[config.mk]
export PLATFORM = sky130hd
export DESIGN_NAME = spi_master_fifo_engine
export DESIGN_NICKNAME = d
export VERILOG_FILES = /design/src/rtl/spi_master_fifo_engine.sv
export SDC_FILE = /design/constraint.sdc
export NUM_CORES = 1
export LEC_CHECK = 0
export BUFFER_PORTS_ARGS = -buffer_cell sky130_fd_sc_hd__buf_2
export CAP_MARGIN = 20
export CORE_MARGIN = 4
export CORE_UTILIZATION = 57
export CTS_CLUSTER_DIAMETER = 60
export DETAILED_ROUTE_END_ITERATION = 12
export GPL_TIMING_DRIVEN = 0
export PLACE_DENSITY_LB_ADDON = 0.08
export SETUP_SLACK_MARGIN = 0.5
export SKIP_CTS_REPAIR_TIMING = 1
export SYNTH_ARGS = -nofsm -noshare
export SYNTH_HDL_FRONTEND = slang
export SYNTH_SLANG_ARGS = --single-unit
[constraint.sdc]
create_clock -name clk -period 2.4 [get_ports clk]
set_clock_uncertainty 0.05 [all_clocks]
set_input_delay 0.24 -clock clk [delete_from_list [all_inputs] [get_ports clk]]
set_output_delay 0.24 -clock clk [all_outputs]
set_load 0.005 [all_outputs]
[src/rtl/spi_master_fifo_engine.sv]
// SPI mode-0 master engine: pops a word from the TX FIFO, shifts it out MSB-first
// while capturing MISO, then pushes the captured word into the RX FIFO.
module spi_master_fifo_engine #(
   parameter int unsigned DATA_WIDTH = 32,
   parameter int unsigned CLK_DIV    = 4,
   parameter int unsigned GAP_CYCLES = 4
) (
   input  logic                  clk,
   input  logic                  rst_n,
   input  logic                  i_enable,
   input  logic [DATA_WIDTH-1:0] i_tx_data,
   input  logic                  i_tx_empty,
   output logic                  o_tx_rd_en,
   output logic [DATA_WIDTH-1:0] o_rx_data,
   input  logic                  i_rx_full,
   output logic                  o_rx_wr_en,
   output logic                  o_sclk,
   output logic                  o_cs_n,
   output logic                  o_mosi,
   input  logic                  i_miso,
   output logic                  o_busy
);

   localparam int unsigned CNT_W = $clog2(DATA_WIDTH + 1);
   localparam int unsigned DIV_W = $clog2(CLK_DIV + 1);
   localparam int unsigned GAP_W = $clog2(GAP_CYCLES + 1);

   typedef enum logic [1:0] {
      ST_IDLE  = 2'd0,
      ST_SHIFT = 2'd1,
      ST_PUSH  = 2'd2,
      ST_GAP   = 2'd3
   } state_t;

   state_t                r_state;
   state_t                w_state_nxt;

   logic [DIV_W-1:0]      r_div;
   logic [CNT_W-1:0]      r_bit_cnt;
   logic [GAP_W-1:0]      r_gap_cnt;
   logic [DATA_WIDTH-1:0] r_tx_sh;
   logic [DATA_WIDTH-1:0] r_rx_sh;
   logic [DATA_WIDTH-1:0] r_rx_data;
   logic                  r_sclk;
   logic                  r_cs_n;
   logic                  r_mosi;
   logic                  r_busy;

   logic                  w_div_tc;
   logic                  w_rise;
   logic                  w_fall;
   logic                  w_last_fall;
   logic                  w_gap_done;
   logic [CNT_W-1:0]      w_bit_nxt;

   // State register
   always_ff @(posedge clk or negedge rst_n) begin
      if (!rst_n) begin
         r_state <= ST_IDLE;
      end else begin
         r_state <= w_state_nxt;
      end
   end

   // Next state, SCLK edge decode and the two FIFO strobes
   always_comb begin
      w_state_nxt = r_state;
      o_tx_rd_en  = 1'b0;
      o_rx_wr_en  = 1'b0;
      w_rise      = 1'b0;
      w_fall      = 1'b0;
      w_last_fall = 1'b0;
      w_div_tc    = (r_div == DIV_W'(CLK_DIV - 1));
      w_bit_nxt   = r_bit_cnt + CNT_W'(1);
      w_gap_done  = (r_gap_cnt >= GAP_W'(GAP_CYCLES - 1));
      case (r_state)
         ST_IDLE: begin
            if (i_enable && !i_tx_empty) begin
               o_tx_rd_en  = 1'b1;
               w_state_nxt = ST_SHIFT;
            end
         end
         ST_SHIFT: begin
            if (w_div_tc) begin
               w_rise      = !r_sclk;
               w_fall      = r_sclk;
               w_last_fall = r_sclk && (w_bit_nxt == CNT_W'(DATA_WIDTH));
               if (w_last_fall) begin
                  w_state_nxt = ST_PUSH;
               end
            end
         end
         ST_PUSH: begin
            if (!i_rx_full) begin
               o_rx_wr_en = 1'b1;
               // The IDLE cycle before the next pop also keeps cs_n high
               w_state_nxt = (GAP_CYCLES > 1) ? ST_GAP : ST_IDLE;
            end
         end
         ST_GAP: begin
            if (w_gap_done) begin
               w_state_nxt = ST_IDLE;
            end
         end
         default: begin
            w_state_nxt = ST_IDLE;
         end
      endcase
   end

   // SCLK half-period divider and SCLK itself
   always_ff @(posedge clk or negedge rst_n) begin
      if (!rst_n) begin
         r_div  <= '0;
         r_sclk <= 1'b0;
      end else if (o_tx_rd_en) begin
         r_div  <= '0;
         r_sclk <= 1'b0;
      end else if (r_state == ST_SHIFT) begin
         if (w_div_tc) begin
            r_div  <= '0;
            r_sclk <= ~r_sclk;
         end else begin
            r_div <= r_div + DIV_W'(1);
         end
      end
   end

   // Bit counter and shift registers
   always_ff @(posedge clk or negedge rst_n) begin
      if (!rst_n) begin
         r_bit_cnt <= '0;
         r_tx_sh   <= '0;
         r_rx_sh   <= '0;
      end else if (o_tx_rd_en) begin
         r_bit_cnt <= '0;
         r_tx_sh   <= i_tx_data;
      end else begin
         if (w_rise) begin
            r_rx_sh <= {r_rx_sh[DATA_WIDTH-2:0], i_miso};
         end
         if (w_fall) begin
            r_bit_cnt <= w_bit_nxt;
            if (!w_last_fall) begin
               r_tx_sh <= {r_tx_sh[DATA_WIDTH-2:0], 1'b0};
            end
         end
      end
   end

   // Chip select and MOSI framing
   always_ff @(posedge clk or negedge rst_n) begin
      if (!rst_n) begin
         r_cs_n <= 1'b1;
         r_mosi <= 1'b0;
      end else if (o_tx_rd_en) begin
         r_cs_n <= 1'b0;
         r_mosi <= i_tx_data[DATA_WIDTH-1];
      end else if (w_fall && !w_last_fall) begin
         r_mosi <= r_tx_sh[DATA_WIDTH-2];
      end else if (o_rx_wr_en) begin
         r_cs_n <= 1'b1;
         r_mosi <= 1'b0;
      end
   end

   // Captured word is held from SHIFT exit until the next word completes
   always_ff @(posedge clk or negedge rst_n) begin
      if (!rst_n) begin
         r_rx_data <= '0;
      end else if (w_last_fall) begin
         r_rx_data <= r_rx_sh;
      end
   end

   // Inter-word gap counter; starts at 1 because the IDLE cycle completes the gap
   always_ff @(posedge clk or negedge rst_n) begin
      if (!rst_n) begin
         r_gap_cnt <= '0;
      end else if (o_rx_wr_en) begin
         r_gap_cnt <= GAP_W'(1);
      end else if ((r_state == ST_GAP) && !w_gap_done) begin
         r_gap_cnt <= r_gap_cnt + GAP_W'(1);
      end
   end

   always_ff @(posedge clk or negedge rst_n) begin
      if (!rst_n) begin
         r_busy <= 1'b0;
      end else begin
         r_busy <= (w_state_nxt != ST_IDLE);
      end
   end

   assign o_rx_data = r_rx_data;
   assign o_sclk    = r_sclk;
   assign o_cs_n    = r_cs_n;
   assign o_mosi    = r_mosi;
   assign o_busy    = r_busy;

endmodule
==> results of run 1 <==
[critical path, cell delays in order, from the launching register on]
cell and delay [ns]:
dfrtp_1 0.40, or4b_4 0.53, buf_8 0.16, clkinv_8 0.04
buf_6 0.08
[area by class of cell]
type                       count  area, um2
tap                          108        135
buffer                        25        314
multi-input combinational    220       2170
fill                         542       1980
clock inverter                14        203
timing repair buffer         102        677
clock buffer                  18        428
sequential                   113       2830
inverter                       3       23.8
[layer usage]
metal	vias to the layer above	GRT usage [%]	part of all wire [%]
met1	1718	26.0	43
met3	17	7.10	5.4
li1	1586	-	-
met2	81	32.0	49
met4	0	7.87	1.7
met5	-	0	0
[worst paths after layout]
| check | start | slack, ns | to | depth (start not counted) |
|---|---|---|---|---|
| setup / recovery | r_state[0] | 0.41 | o_tx_rd_en | 4 |
| hold / removal | i_tx_data[7] | 0.01 | r_tx_sh[7] | 3 |
| setup reg to reg | r_state[0] | 0.42 | r_tx_sh[5] | 8 |
| hold reg to reg | o_rx_data[18] | 0.45 | o_rx_data[18] | 1 |
| max in group asynchronous | rst_n | 1.29 | o_cs_n | 3 |
| min in group asynchronous | rst_n | 0.25 | r_tx_sh[10] | 2 |
[cell families (layout without fill, tap and decap cells)]
kind of cell    count (synthesis)  count (layout)  share of synthesized area [%]
flops                         113             113                           55.0
compound gates                 90              90                           16.0
simple gates                   59              59                           6.28
xor+xnor                        2               2                          0.341
mux                            64              64                           15.8
fa+ha+maj                       5               5                           1.22
buf+inv                        28             162                           5.26
[power by group through the flow]
| stage | Combinational (W) | Clock [W] | Sequential, W |
|---|---|---|---|
| floorplan | 0.00000493 | 0 | 0.00195 |
| global placement | 0.0000739 | 0 | 0.00195 |
| detailed placement | 0.0000820 | 0 | 0.00195 |
| CTS | 0.0000821 | 0.00268 | 0.00192 |
| global route | 0.0000972 | 0.00278 | 0.00191 |
| finish | 0.0000862 | 0.00264 | 0.00192 |
[state kept, by name, summed over array words and instances (netlist names)]
name       flops
o_sclk         1
o_busy         1
r_bit_cnt      6
r_gap_cnt      3
o_mosi         1
r_tx_sh       31
o_cs_n         1
r_div          3
r_state        2
o_rx_data     32
r_rx_sh       32
[stage by stage]
| step | TNS (ns) | util, % | instance area, um2 | instances |
|---|---|---|---|---|
| 3_3_place_gp | -31.48 | 64.5 | 5650 | 544 |
| 3_5_place_dp | 0 | 64.8 | 5680 | 545 |
| 6_report | 0 | 77.4 | 6790 | 603 |
| 2_1_floorplan | 0 | - | 5140 | 361 |
| 4_1_cts | 0 | 72.0 | 6310 | 577 |
| 5_1_grt | 0 | 77.4 | 6790 | 603 |
[synth_stat cells (2+ instances only)]
| master | instances |
|---|---|
| nand3_1 | 11 |
| mux2_4 | 25 |
| o22ai_1 | 30 |
| clkbuf_1 | 7 |
| a2bb2oi_2 | 28 |
| xor2_1 | 2 |
| inv_1 | 3 |
| buf_2 | 3 |
| nor2_1 | 5 |
| ha_1 | 5 |
| nand2_1 | 23 |
| o21ai_0 | 13 |
| o31ai_1 | 2 |
| dfrtp_1 | 112 |
| buf_12 | 6 |
| a21oi_1 | 5 |
| buf_4 | 3 |
| a22o_1 | 2 |
| nand3b_1 | 2 |
| mux2_2 | 38 |
| nand2b_1 | 3 |
| buf_8 | 4 |
==> results.cfg, run 1 <==
[status]
status = completed

[floorplan]
io_pins = 76
core_area_mm2 = 0.00876
initial_core_util_pct = 58.7
chipWidth_um = 103
rows = 34
die_y_um = 103
die-area_mm2 = 0.0106

[detailed_routing]
drt_wl_total_mm = 10.5
drtAntennaViolNets = 0
route.detailed.drc = 0
initialDrtViolationCount = 112
wl_per_cell_um = 17.4
drt_first_pass_iters = 4
via_per_inst = 5.64
vias = 3402

[synth]
synth_area_leader_cell = dfrtp_1
yosys.cell_types.count = 51
netlist_instances = 361
yosysWarnings = 0
synth_top_area_share_pct = 54.5
synth-seq-cells = 113
synth_area_leaders = dfrtp_1 55%, mux2_2 8.3%, a2bb2oi_2 8.2%
synth_ff_type = dfrtp_1
synth_area_mm2 = 0.00514
synthArstFlopShare_pct = 100
postSynthAreaPerCell_um2 = 14.2
synth.net_count = 404
ys_seq_area_share_pct = 55.0
synth_edf_count = 0

[place]
hpwl_mm = 6.55
io_buffers = 75
gp_congestion = 0.840
dp_slack_ns = 0.303

[power_and_ir_drop]
intPower_w = 0.00368
clockPowerShare_pct = 56.9
p_per_area_mw_per_mm2 = 684
total_power_w = 0.00464
switching_share_pct = 20.8
p_seq_share_pct = 41.2
ir_drop_mv = 0.535
power.switching_w = 0.000968
combPwrFrac_pct = 1.9
leakagePower_nw = 3.46

[timing]
timing.final.crit_share_pct = 83.0
max_freq_mhz = 502
hold_viol = 0
period_minus_slack_ns = 1.99
tightestPinTransition_ns = 0.635
setup_viol = 0
hold_ws_ns = 0.0123
rsz0062_at_grt = true
worst_slack_ns = 0.407
relSlewSlack_pct = 57.7
slew_viol_final = 0

[global_routing]
grt_pass1_wl_mm = 16.6
grt_max_degree = 68
track_usage_pct = 20.3
antenna_found_initial = 0
grt-ovfl-total = 0
grt_pass1_vias = 3487

[worst_setup_path]
cp_max_fo = 5
worst-setup-path-type = reg2out
cp-end-kind = output port
crit_required_ns = 2.11
critPathLaunchType = flop
arrival_ns = 1.70

[cells_and_area]
final_cell_mix = 109 x dfrtp_1, 74 x buf_2, 38 x mux2_2
antenna_cells = 0
syn2layout_area_growth_pct = 32.0
fin_nets = 525
drive_gt1_share_pct = 56.4
layout_commonest_cell = dfrtp_1

[clock_network]
clk_pin_slew_ns = 0.06
clock_path_buffers = 2
tritoncts = built
htreeDepth = 4
cts-buffers-inserted = 17
cts_sinks = 113
worstSkewPairLatency_ns = 0.50
cts_root_buf = clkbuf_8

[worst_hold_path]
hp-class = in2reg

[run]
drv_cap = 0
Power figures use the tool's default switching activity.
==> run 2: changes to the inputs <==
clock period = 1.86 ns   (was 2.4 ns; I/O delays follow)
==> results.cfg, run 2 (synthesis results as in run 1) <==
[status]
status = complete, but fails checks
violations = hold timing, setup timing

[detailed_routing]
initialDrtViolationCount = 123
wl_per_cell_um = 18.5
drt_first_pass_iters = 4
vias = 3492
route.detailed.drc = 0
drt_wl_total_mm = 11.8
via_per_inst = 5.49
drtAntennaViolNets = 0

[place]
io_buffers = 75
gp_congestion = 0.892
hpwl_mm = 6.81

[floorplan]
chipWidth_um = 103
initial_core_util_pct = 58.7
die-area_mm2 = 0.0106
core_area_mm2 = 0.00876
rows = 34
die_y_um = 103
io_pins = 76

[worst_hold_path]
hp-class = in2reg
worstHoldStart = i_tx_data[15]

[timing]
rsz0062_at_grt = true
hold_ws_ns = -0.0176
setup_viol = 96
relSlewSlack_pct = 50.4
slew_viol_final = 0
period_minus_slack_ns = 2.03
timing.final.crit_share_pct = 109
max_freq_mhz = 492
tightestPinTransition_ns = 0.744
worst_slack_ns = -0.172
hold_viol = 4

[worst_setup_path]
worstReg2RegStart = r_bit_cnt[1]
rrSetupSlack_ns = -0.17
worst-setup-path-type = reg2reg
cp_max_fo = 10
setup.worst_path.start = r_bit_cnt[1]
crit_required_ns = 2.19
critPathLaunchType = flop
arrival_ns = 2.36
cp-end-kind = flop

[power_and_ir_drop]
switching_share_pct = 22.6
total_power_w = 0.00564
clockPowerShare_pct = 53.5
power.switching_w = 0.00127
intPower_w = 0.00436
p_per_area_mw_per_mm2 = 771
p_seq_share_pct = 43.9
ir_drop_mv = 0.708
leakagePower_nw = 3.63
combPwrFrac_pct = 2.6

[global_routing]
grt_pass1_wl_mm = 17.0
grt_max_degree = 58
track_usage_pct = 20.8
grt-ovfl-total = 0
grt_pass1_vias = 3399
antenna_found_initial = 0

[clock_network]
cts_root_buf = clkbuf_8
tritoncts = built
clk_pin_slew_ns = 0.06
clock_path_buffers = 2
htreeDepth = 4
cts-buffers-inserted = 17
worstSkewPairLatency_ns = 0.50
cts_sinks = 113

[cells_and_area]
fin_nets = 558
syn2layout_area_growth_pct = 42.3
multi_input_area_mm2 = 0.00233
layout_commonest_cell = dfrtp_1
drive_gt1_share_pct = 57.2
fill_cells = 465
final_cell_mix = 105 x dfrtp_1, 73 x buf_2, 57 x mux2_4
seq_area_mm2 = 0.00284
antenna_cells = 0

[run]
drv_cap = 0
==> run 2: area by class of cell <==
type / instances / share of cell area, %
clock buffers: 18 / 5.85
clock inverters: 14 / 1.81
flip-flops and latches: 113 / 38.8
well taps: 108 / 1.85
repair buffers: 135 / 14.6
plain buffers: 25 / 4.98
multi-input cells: 220 / 31.9
inverters: 3 / 0.188
==> run 2: critical path, cell delays in order (launching register included) <==
cell and delay, ns:
dfrtp_2 0.46, ha_4 0.20, xor2_1 0.18, o2bb2ai_1 0.19, o2111ai_2 0.18, buf_6 0.19
buf_12 0.15, mux2_4 0.30
==> run 2: layer usage <==
| layer | vias up | routed length (um) | GRT usage [%] |
|---|---|---|---|
| li1 | 1656 | - | - |
| met1 | 1752 | 5190 | 27.9 |
| met2 | 74 | 6010 | 33.3 |
| met3 | 10 | 487 | 5.01 |
| met4 | 0 | 62 | 6.87 |
| met5 | - | 0 | 0 |
==> run 2: final timing paths <==
path	endpoint	cells past startpoint
setup / recovery	o_rx_data[9]	7
hold / removal	r_tx_sh[15]	3
setup reg to reg	o_rx_data[9]	7
hold reg to reg	o_rx_data[18]	1
max in group asynchronous	o_cs_n	3
min in group asynchronous	r_tx_sh[7]	2
==> run 2: power groups by stage <==
stage	Clock [W]	Combinational (W)	Sequential (W)
after detailed placement	0	0.000109	0.00252
after floorplan	0	0.0000104	0.00251
final	0.00301	0.000149	0.00247
after CTS	0.00305	0.000110	0.00247
after global placement	0	0.0000980	0.00252
after global routing	0.00320	0.000166	0.00247
==> run 2: per-stage QoR <==
step           utilization, %  instance area (um2)  instances  TNS, ns  setup WS [ns]
6_report                 83.5                 7310        636   -10.99         -0.172
5_1_grt                  83.5                 7310        636   -15.32         -0.222
4_1_cts                  74.0                 6490        577   -15.50         -0.236
3_5_place_dp             67.6                 5930        545   -13.23         -0.217
3_3_place_gp             67.3                 5900        544   -95.87         -0.756
2_1_floorplan               -                 5390        361   -0.181       -0.00730
